===== src/rtl/spi_slave_param_pkg.sv =====
// Shared types and helpers for the parametrised SPI slave.
package spi_pkg;

  typedef enum logic [2:0] {
    ST_IDLE,
    ST_CHK_CMD,
    ST_WRITE,
    ST_READ_ADD,
    ST_READ_DATA,
    ST_TX_WAIT,
    ST_TX_SHIFT,
    ST_DONE
  } spi_state_e;

  localparam logic [1:0] CMD_WR_ADDR = 2'b00;
  localparam logic [1:0] CMD_WR_DATA = 2'b01;
  localparam logic [1:0] CMD_RD_ADDR = 2'b10;
  localparam logic [1:0] CMD_RD_DATA = 2'b11;

  function automatic int unsigned frame_w(input int unsigned data_w);
    return data_w + 32'd2;
  endfunction

endpackage


===== src/rtl/spi_slave_param_tx_shifter.sv =====
// MISO read-data shifter: loads a word, drives it MSB first, flags the last bit.
module spi_tx_shifter #(
  parameter int unsigned DATA_W    = 8,
  parameter logic        MISO_IDLE = 1'b0
) (
  input  logic              clk,
  input  logic              rst_n,
  input  logic              load,
  input  logic              shift,
  input  logic              clear,
  input  logic [DATA_W-1:0] data,
  output logic              miso,
  output logic              done
);

  localparam int unsigned CNT_W = $clog2(DATA_W);

  logic [DATA_W-1:0] sr_q, sr_d;
  logic [CNT_W-1:0]  cnt_q, cnt_d;
  logic              active_q, active_d;

  always_comb begin
    sr_d     = sr_q;
    cnt_d    = cnt_q;
    active_d = active_q;
    if (clear) begin
      active_d = 1'b0;
    end else if (load) begin
      sr_d     = data;
      cnt_d    = CNT_W'(DATA_W - 1);
      active_d = 1'b1;
    end else if (shift && active_q) begin
      // bit 0 stays on the wire for one full cycle before going idle
      if (cnt_q == '0) begin
        active_d = 1'b0;
      end else begin
        sr_d  = {sr_q[DATA_W-2:0], 1'b0};
        cnt_d = cnt_q - CNT_W'(1);
      end
    end
  end

  always_ff @(posedge clk or negedge rst_n) begin
    if (!rst_n) begin
      sr_q     <= '0;
      cnt_q    <= '0;
      active_q <= 1'b0;
    end else begin
      sr_q     <= sr_d;
      cnt_q    <= cnt_d;
      active_q <= active_d;
    end
  end

  assign miso = active_q ? sr_q[DATA_W-1] : MISO_IDLE;
  assign done = active_q && (cnt_q == '0);

endmodule


===== src/rtl/spi_slave_param.sv =====
// Parametrised SPI slave (frame = 2-bit command + DATA_W payload).
// Define SPI_SLAVE_FRAME_ERR_EN to build aborted-frame detection on frame_err.
module spi_slave_param #(
  parameter int unsigned DATA_W    = 8,
  parameter logic        MISO_IDLE = 1'b0
) (
  input  logic              clk,
  input  logic              rst_n,
  input  logic              SS_n,
  input  logic              MOSI,
  output logic              MISO,
  output logic [DATA_W+1:0] rx_data,
  output logic              rx_valid,
  input  logic [DATA_W-1:0] tx_data,
  input  logic              tx_valid,
  output logic              busy,
  output logic              frame_err
);

  import spi_pkg::*;

  localparam int unsigned FRAME_W = frame_w(DATA_W);
  localparam int unsigned CNT_W   = $clog2(FRAME_W);

  spi_state_e         state_q, state_d;
  logic [CNT_W-1:0]   cnt_q, cnt_d;
  logic [FRAME_W-1:0] rx_data_q, rx_data_d;
  logic               rx_valid_q, rx_valid_d;
  logic               rd_addr_seen_q, rd_addr_seen_d;
  logic               tx_load, tx_shift, tx_clear, tx_done;

  always_comb begin
    state_d        = state_q;
    cnt_d          = cnt_q;
    rx_data_d      = rx_data_q;
    rx_valid_d     = 1'b0;
    rd_addr_seen_d = rd_addr_seen_q;
    tx_load        = 1'b0;
    tx_shift       = 1'b0;
    tx_clear       = 1'b0;
    if (state_q != ST_IDLE && SS_n) begin
      state_d = ST_IDLE;
      if (state_q inside {ST_TX_WAIT, ST_TX_SHIFT}) begin
        tx_clear       = 1'b1;
        rd_addr_seen_d = 1'b0;
      end
    end else begin
      unique case (state_q)
        ST_IDLE: if (!SS_n) state_d = ST_CHK_CMD;
        ST_CHK_CMD: begin
          rx_data_d[FRAME_W-1] = MOSI;
          cnt_d                = CNT_W'(FRAME_W - 1);
          // read sequencing follows the internal flag, not the second command bit
          if (MOSI == CMD_RD_ADDR[1])
            state_d = rd_addr_seen_q ? ST_READ_DATA : ST_READ_ADD;
          else
            state_d = ST_WRITE;
        end
        ST_WRITE, ST_READ_ADD, ST_READ_DATA: begin
          rx_data_d[cnt_q - CNT_W'(1)] = MOSI;
          cnt_d                        = cnt_q - CNT_W'(1);
          if (cnt_q == CNT_W'(1)) begin
            rx_valid_d = 1'b1;
            if (state_q == ST_READ_DATA) begin
              state_d = ST_TX_WAIT;
            end else begin
              state_d = ST_DONE;
              if (state_q == ST_READ_ADD) rd_addr_seen_d = 1'b1;
            end
          end
        end
        ST_TX_WAIT: begin
          if (tx_valid) begin
            tx_load = 1'b1;
            state_d = ST_TX_SHIFT;
          end
        end
        ST_TX_SHIFT: begin
          tx_shift = 1'b1;
          if (tx_done) begin
            rd_addr_seen_d = 1'b0;
            state_d        = ST_DONE;
          end
        end
        ST_DONE: state_d = ST_DONE;
        default: state_d = ST_IDLE;
      endcase
    end
  end

  always_ff @(posedge clk or negedge rst_n) begin
    if (!rst_n) begin
      state_q        <= ST_IDLE;
      cnt_q          <= '0;
      rx_data_q      <= '0;
      rx_valid_q     <= 1'b0;
      rd_addr_seen_q <= 1'b0;
    end else begin
      state_q        <= state_d;
      cnt_q          <= cnt_d;
      rx_data_q      <= rx_data_d;
      rx_valid_q     <= rx_valid_d;
      rd_addr_seen_q <= rd_addr_seen_d;
    end
  end

  spi_tx_shifter #(
    .DATA_W   (DATA_W),
    .MISO_IDLE(MISO_IDLE)
  ) u_tx_shifter (
    .clk  (clk),
    .rst_n(rst_n),
    .load (tx_load),
    .shift(tx_shift),
    .clear(tx_clear),
    .data (tx_data),
    .miso (MISO),
    .done (tx_done)
  );

`ifdef SPI_SLAVE_FRAME_ERR_EN
  logic frame_err_q, frame_err_d;

  always_comb begin
    frame_err_d = SS_n && (state_q inside {ST_CHK_CMD, ST_WRITE, ST_READ_ADD,
                                           ST_READ_DATA, ST_TX_WAIT, ST_TX_SHIFT});
  end

  always_ff @(posedge clk or negedge rst_n) begin
    if (!rst_n) frame_err_q <= 1'b0;
    else        frame_err_q <= frame_err_d;
  end

  assign frame_err = frame_err_q;
`else
  assign frame_err = 1'b0;
`endif

  assign rx_data  = rx_data_q;
  assign rx_valid = rx_valid_q;
  assign busy     = (state_q != ST_IDLE);

endmodule


===== config.mk =====
export PLATFORM = sky130hd
export DESIGN_NAME = spi_slave_param
export DESIGN_NICKNAME = d
export VERILOG_FILES = /design/src/rtl/spi_slave_param_pkg.sv /design/src/rtl/spi_slave_param_tx_shifter.sv /design/src/rtl/spi_slave_param.sv
export SDC_FILE = /design/constraint.sdc
export NUM_CORES = 1
export LEC_CHECK = 0
export ABC_CLOCK_PERIOD_IN_PS = 1800
export CAP_MARGIN = 20
export CORE_MARGIN = 2
export CORE_UTILIZATION = 49
export DETAILED_ROUTE_END_ITERATION = 8
export GPL_ROUTABILITY_DRIVEN = 0
export GPL_TIMING_DRIVEN = 0
export PLACE_DENSITY = 0.75
export SLEW_MARGIN = 20
export SYNTH_ARGS = -nofsm -noshare
export SYNTH_HDL_FRONTEND = slang
export SYNTH_HIERARCHICAL = 1
export SYNTH_SLANG_ARGS = --single-unit

===== constraint.sdc =====
create_clock -name clk -period 1.8 [get_ports clk]
set_input_delay 0.27 -clock clk [delete_from_list [all_inputs] [get_ports clk]]
set_output_delay 0.27 -clock clk [all_outputs]
set_load 0.01 [all_outputs]

* Yosys cells after proc, flatten, opt, wreduce, memory -nomap -nowiden
Cells that the tools add are included. W data, S select, Z words.
Word-level totals: register bits 31
Cells by class: $add $sub $neg 2, magnitude comparators 2, eq/ne operators 16, mux-type cells 42, bitwise operators 2, reduce and logical (&&, ||, !) cells 20
Operators by type and width (number):
- $mux W3 | 10
- $mux W8 | 3
- $mux W1 | 22
- $ne A3 B3 Y1 const B | 6
- $pmux W3 S6 | 1
- $eq A3 B3 Y1 const B | 4
- $reduce_bool A3 Y1 | 4
- $bwmux W10 | 1
- $pmux W4 S2 | 1
- $eq A3 B2 Y1 const B | 2
- $logic_not A3 Y1 | 2
- $reduce_and A2 Y1 | 3
- $reduce_and A6 Y1 | 1
- $reduce_bool A2 Y1 | 3
- $lt A4 B5 Y1 const B | 1
- $demux W1 S4 | 1
- $eq A4 B1 Y1 const B | 1
- $ge A4 B1 Y1 const B | 1
- $logic_and A1 B1 Y1 | 4
- $pmux W1 S2 | 2
- $reduce_and A4 Y1 | 1
- $sub A4 B1 Y4 const B | 1
- $eq A3 B1 Y1 const B | 1
- $reduce_and A3 Y1 | 1
- other kinds (6) | 7

* Logic depth before layout (Yosys ltp)
depth in word-level cells 7, mapped depth 8, mapped depth without buffers 7

* By module
Netlist, hierarchy kept.
By module, submodules not included:
- spi_slave_param | instances 1, cells an instance 124, area each 1242.4 um^2, sequential area each 475.5 um^2
- spi_tx_shifter | instances 1, cells an instance 76, area each 723.2 um^2, sequential area each 300.3 um^2

* Worst setup path after synthesis
Ideal clock, no wire load.
kind register -> register, start point reg cnt_q[0] (netlist name), end point reg rx_data_q[5] (netlist: rx_data[5]), arrival 1.802 ns, setup slack -0.128 ns, stages on the path, launching flop included 8, period minus slack after synthesis 1.928 ns, cell sequence dfrtp_1 inv_1 ha_1 buf_2 inv_1 o41ai_2 nand3_1 mux2_4
RTL lines:
- end signal, assigned | RTL line spi_slave_param.sv:101 | rx_data_q <= rx_data_d;
- end, declared | RTL line spi_slave_param.sv:27 | logic [FRAME_W-1:0] rx_data_q, rx_data_d;

==> results.yml <==
outcome:
  status: "complete, but fails checks"
  failed_checks: "negative setup slack"
cells_and_area:
  area_growth_pct: 38.0
  final_cell_mix: "28 x dfrtp_1, 24 x buf_4, 22 x clkdlybuf4s50_1, 13 x nor2_1, 11 x nand3_1"
  diodes: 0
  layout.cells.non_filler: 302
  nets: 272
  design_area_um2: 2710
  final_common_cell: "dfrtp_1"
  drive_gt1_share_pct: 32.1
logic_synthesis:
  synth-edff-count: 0
  syn_inst: 200
  yosysWarnings: 6
  synthArstFlopShare_pct: 100
  syn_area_per_cell_um2: 9.83
  synth_area_leaders: "dfrtp_1 39%, ha_1 5.1%, mux2_1 4.6%"
  ys_ff_latch: 31
  syn_area_um2: 1970
  synth_top_area_cell: "dfrtp_1"
  synth_cell_types: 57
  synth_nets: 221
  synth_flop_cell: "dfrtp_1"
  synth_top_area_share_pct: 39.5
  ys_seq_area_share_pct: 39.5
timing:
  final.setup_skew_ns: 0.00582
  rsz0062_at_grt: "true"
  fin_crit_sh_pct: 102
  fin_ws_ns: -0.0372
  drv_slew: 0
  fin_tns_setup_ns: -0.0440
  worst_slew_pin_slew_ns: 0.702
  period_needed_ns: 1.84
  whs_ns: 0.0258
  fmaxAchievable_ghz: 0.544
  setup-violations-final: 2
  slew_headroom_pct: 53.2
  hold_viol_final: 0
cts:
  clock-root-buffer: "clkbuf_8"
  tritoncts: "built"
  clkLatencyLatePin_ns: 0.28
  cts_buffer_depth: 2
  clock-sinks: 31
  htree_levels: 2
  cts.reportedPaths.clkPinSlew_ns: 0.07
  postCtsHoldBufs: 0
  cts-buffers-inserted: 5
pwr:
  p_clk_share_pct: 17.5
  combPwrFrac_pct: 52.6
  p_switching_mw: 1.55
  netSwitchingFraction_pct: 38.0
  peakVddDrop_v: 0.000638
  p_leak_nw: 1.18
  p_per_area_nw_per_um2: 1510
  seq_power_share_pct: 29.9
  internal_power_mw: 2.53
floorplan:
  initial_core_util_pct: 49.9
  die_w_um: 67.3
  die-area_um2: 4530
  core_area_um2: 3940
  die_h_um: 67.3
  rows: 23
  boundaryPins: 27
grt:
  grtUsageTotal_pct: 21.7
  grt_max_degree: 32
  antenna_found_initial: 0
  grt_pass1_wl_mm: 7.36
  grt_pass1_vias: 1573
  gr-total-overflow: 0
setup_path:
  cp_data_arrival_time_ns: 2.00
  startpoint_type: "flip-flop"
  worstSetupEndpointType: "flip-flop"
  worstPathRequired_ns: 1.97
  critPathMaxFanout: 6
  path_cells: "inv_4 -> ha_4 -> buf_4 -> nor3b_2 -> o21ai_1 -> a31oi_1 -> mux2_1"
  cp_num_cells: 7
  crit_slowest_cell: "dfrtp_2"
  crit_type: "reg -> reg"
  reg2reg_slack_ns: -0.04
  reg2reg_depth: 7
  rr_startpoint: "cnt_q[1]"
  crit_family: "flip-flops"
  cpPeakStageDelay_ns: 0.44
  r2r-end: "rx_data[9]"
  crit_buf_inv: 2
detailed_routing:
  drc: 0
  vias_per_cell: 5.85
  avgRoutedWirePerCell_um: 16.2
  dr.pass1.iters: 4
  drt_wl_total_mm: 4.90
  drtIter0Drc: 113
  vias: 1767
  postRouteAntennaNets: 0
placed_design:
  hpwl_mm: 2.93
  io_buffers: 25
  post-place-ws_ns: -0.676
  dp_cells: 275
  post_dp_cell_area_um2: 2310
flow_run:
  drv_cap: 0
min_path:
  hold_class: "in -> async"
==> repair_timing <==
item / 4_1_cts / 5_1_grt
endpoints found under the setup margin: 24 / 22
resized for setup: 21 / 28
gates cloned: 0 / 1
endpoints found under the hold margin: 0 / 0
buffers inserted: 7 / 13
pin swaps: 7 / 13
==> logic make-up (layout without fill, tap and decap cells) <==
group                      after synthesis  in the layout  share of synthesized area (%)
AOI/OAI and AO/OA                       48             48                           18.5
xor gates and xnor gates                 2              2                          0.891
adders and majority gates                8              8                           5.09
buffers and inverters                   25             77                           6.56
DFF                                     31             31                           39.5
muxes                                   14             14                           8.66
other                                    1              1                          0.191
and+or+nand+nor                         71             71                           20.6
==> worst max-delay path by stage <==
stage	from	to
global route	cnt_q[1]	rx_data[9]
CTS	cnt_q[1]	rx_data[2]
global placement	SS_n	u_tx_shifter/sr_q[5]
floorplan	cnt_q[0]	rx_data[5]
detailed placement	SS_n	u_tx_shifter/sr_q[6]
finish	cnt_q[1]	rx_data[9]
==> power groups by stage <==
stage / registers [mW] / clock network, mW / logic, mW
6_report: 1.22 / 0.715 / 2.15
3_5_place_dp: 1.18 / 0 / 1.68
5_1_grt: 1.26 / 0.764 / 2.33
3_3_place_gp: 1.18 / 0 / 1.64
4_1_cts: 1.20 / 0.724 / 1.86
2_1_floorplan: 1.18 / 0 / 1.19
==> synth_stat cells (3+ instances only) <==
master,n
nor2_1,14
o21a_1,3
nand2b_1,5
buf_2,4
mux2_4,4
ha_1,8
buf_6,3
nand3_1,11
a221oi_1,3
o21ai_0,4
and2_1,3
mux2_1,8
o22ai_1,7
and3_1,3
clkbuf_1,6
dfrtp_1,31
nand2_1,8
a21oi_1,5
a211oi_1,6
a31oi_1,3
nand4_1,3
inv_1,9
nor3_1,6
==> routing by layer <==
layer | vias to the layer above | part of all wire (%) | routed length [um] | global-route usage, %
li1 | 836 | - | - | -
met1 | 869 | 44 | 2180 | 27.4
met2 | 48 | 50 | 2430 | 35.4
met3 | 14 | 3.4 | 167 | 5.33
met4 | 0 | 2.4 | 120 | 8.93
met5 | - | 0 | 0 | 0
==> sequential cells by signal, indices dropped and copies added, names as in the netlist <==
name                   flops
state_q                    3
rd_addr_seen_q             1
cnt_q                      4
u_tx_shifter/active_q      1
u_tx_shifter/sr_q          8
rx_valid                   1
u_tx_shifter/cnt_q         3
rx_data                   10
==> through the flow <==
stage / util [%] / power [mW]
2_1_floorplan: - / 2.36
3_3_place_gp: 58.6 / 2.82
3_5_place_dp: 58.5 / 2.86
4_1_cts: 64.6 / 3.79
5_1_grt: 68.8 / 4.35
6_report: 68.8 / 4.09
==> layout make-up <==
type / count / area, um^2
plain buffers: 13 / 100
clock buffers: 6 / 82.6
clock inverters: 2 / 35.0
fillers: 294 / 1230
inverters: 10 / 48.8
multi-input cells: 144 / 1190
flip-flops and latches: 31 / 779
well taps: 50 / 62.6
repair buffers: 46 / 415
==> worst reg2reg max path: stages (launching register included) <==
cell and delay (ns):
dfrtp_2 0.44, inv_4 0.05, ha_4 0.18, buf_4 0.16
nor3b_2 0.21, o21ai_1 0.12, a31oi_1 0.22, mux2_1 0.35
No activity file was read; power rests on OpenSTA's default activity.
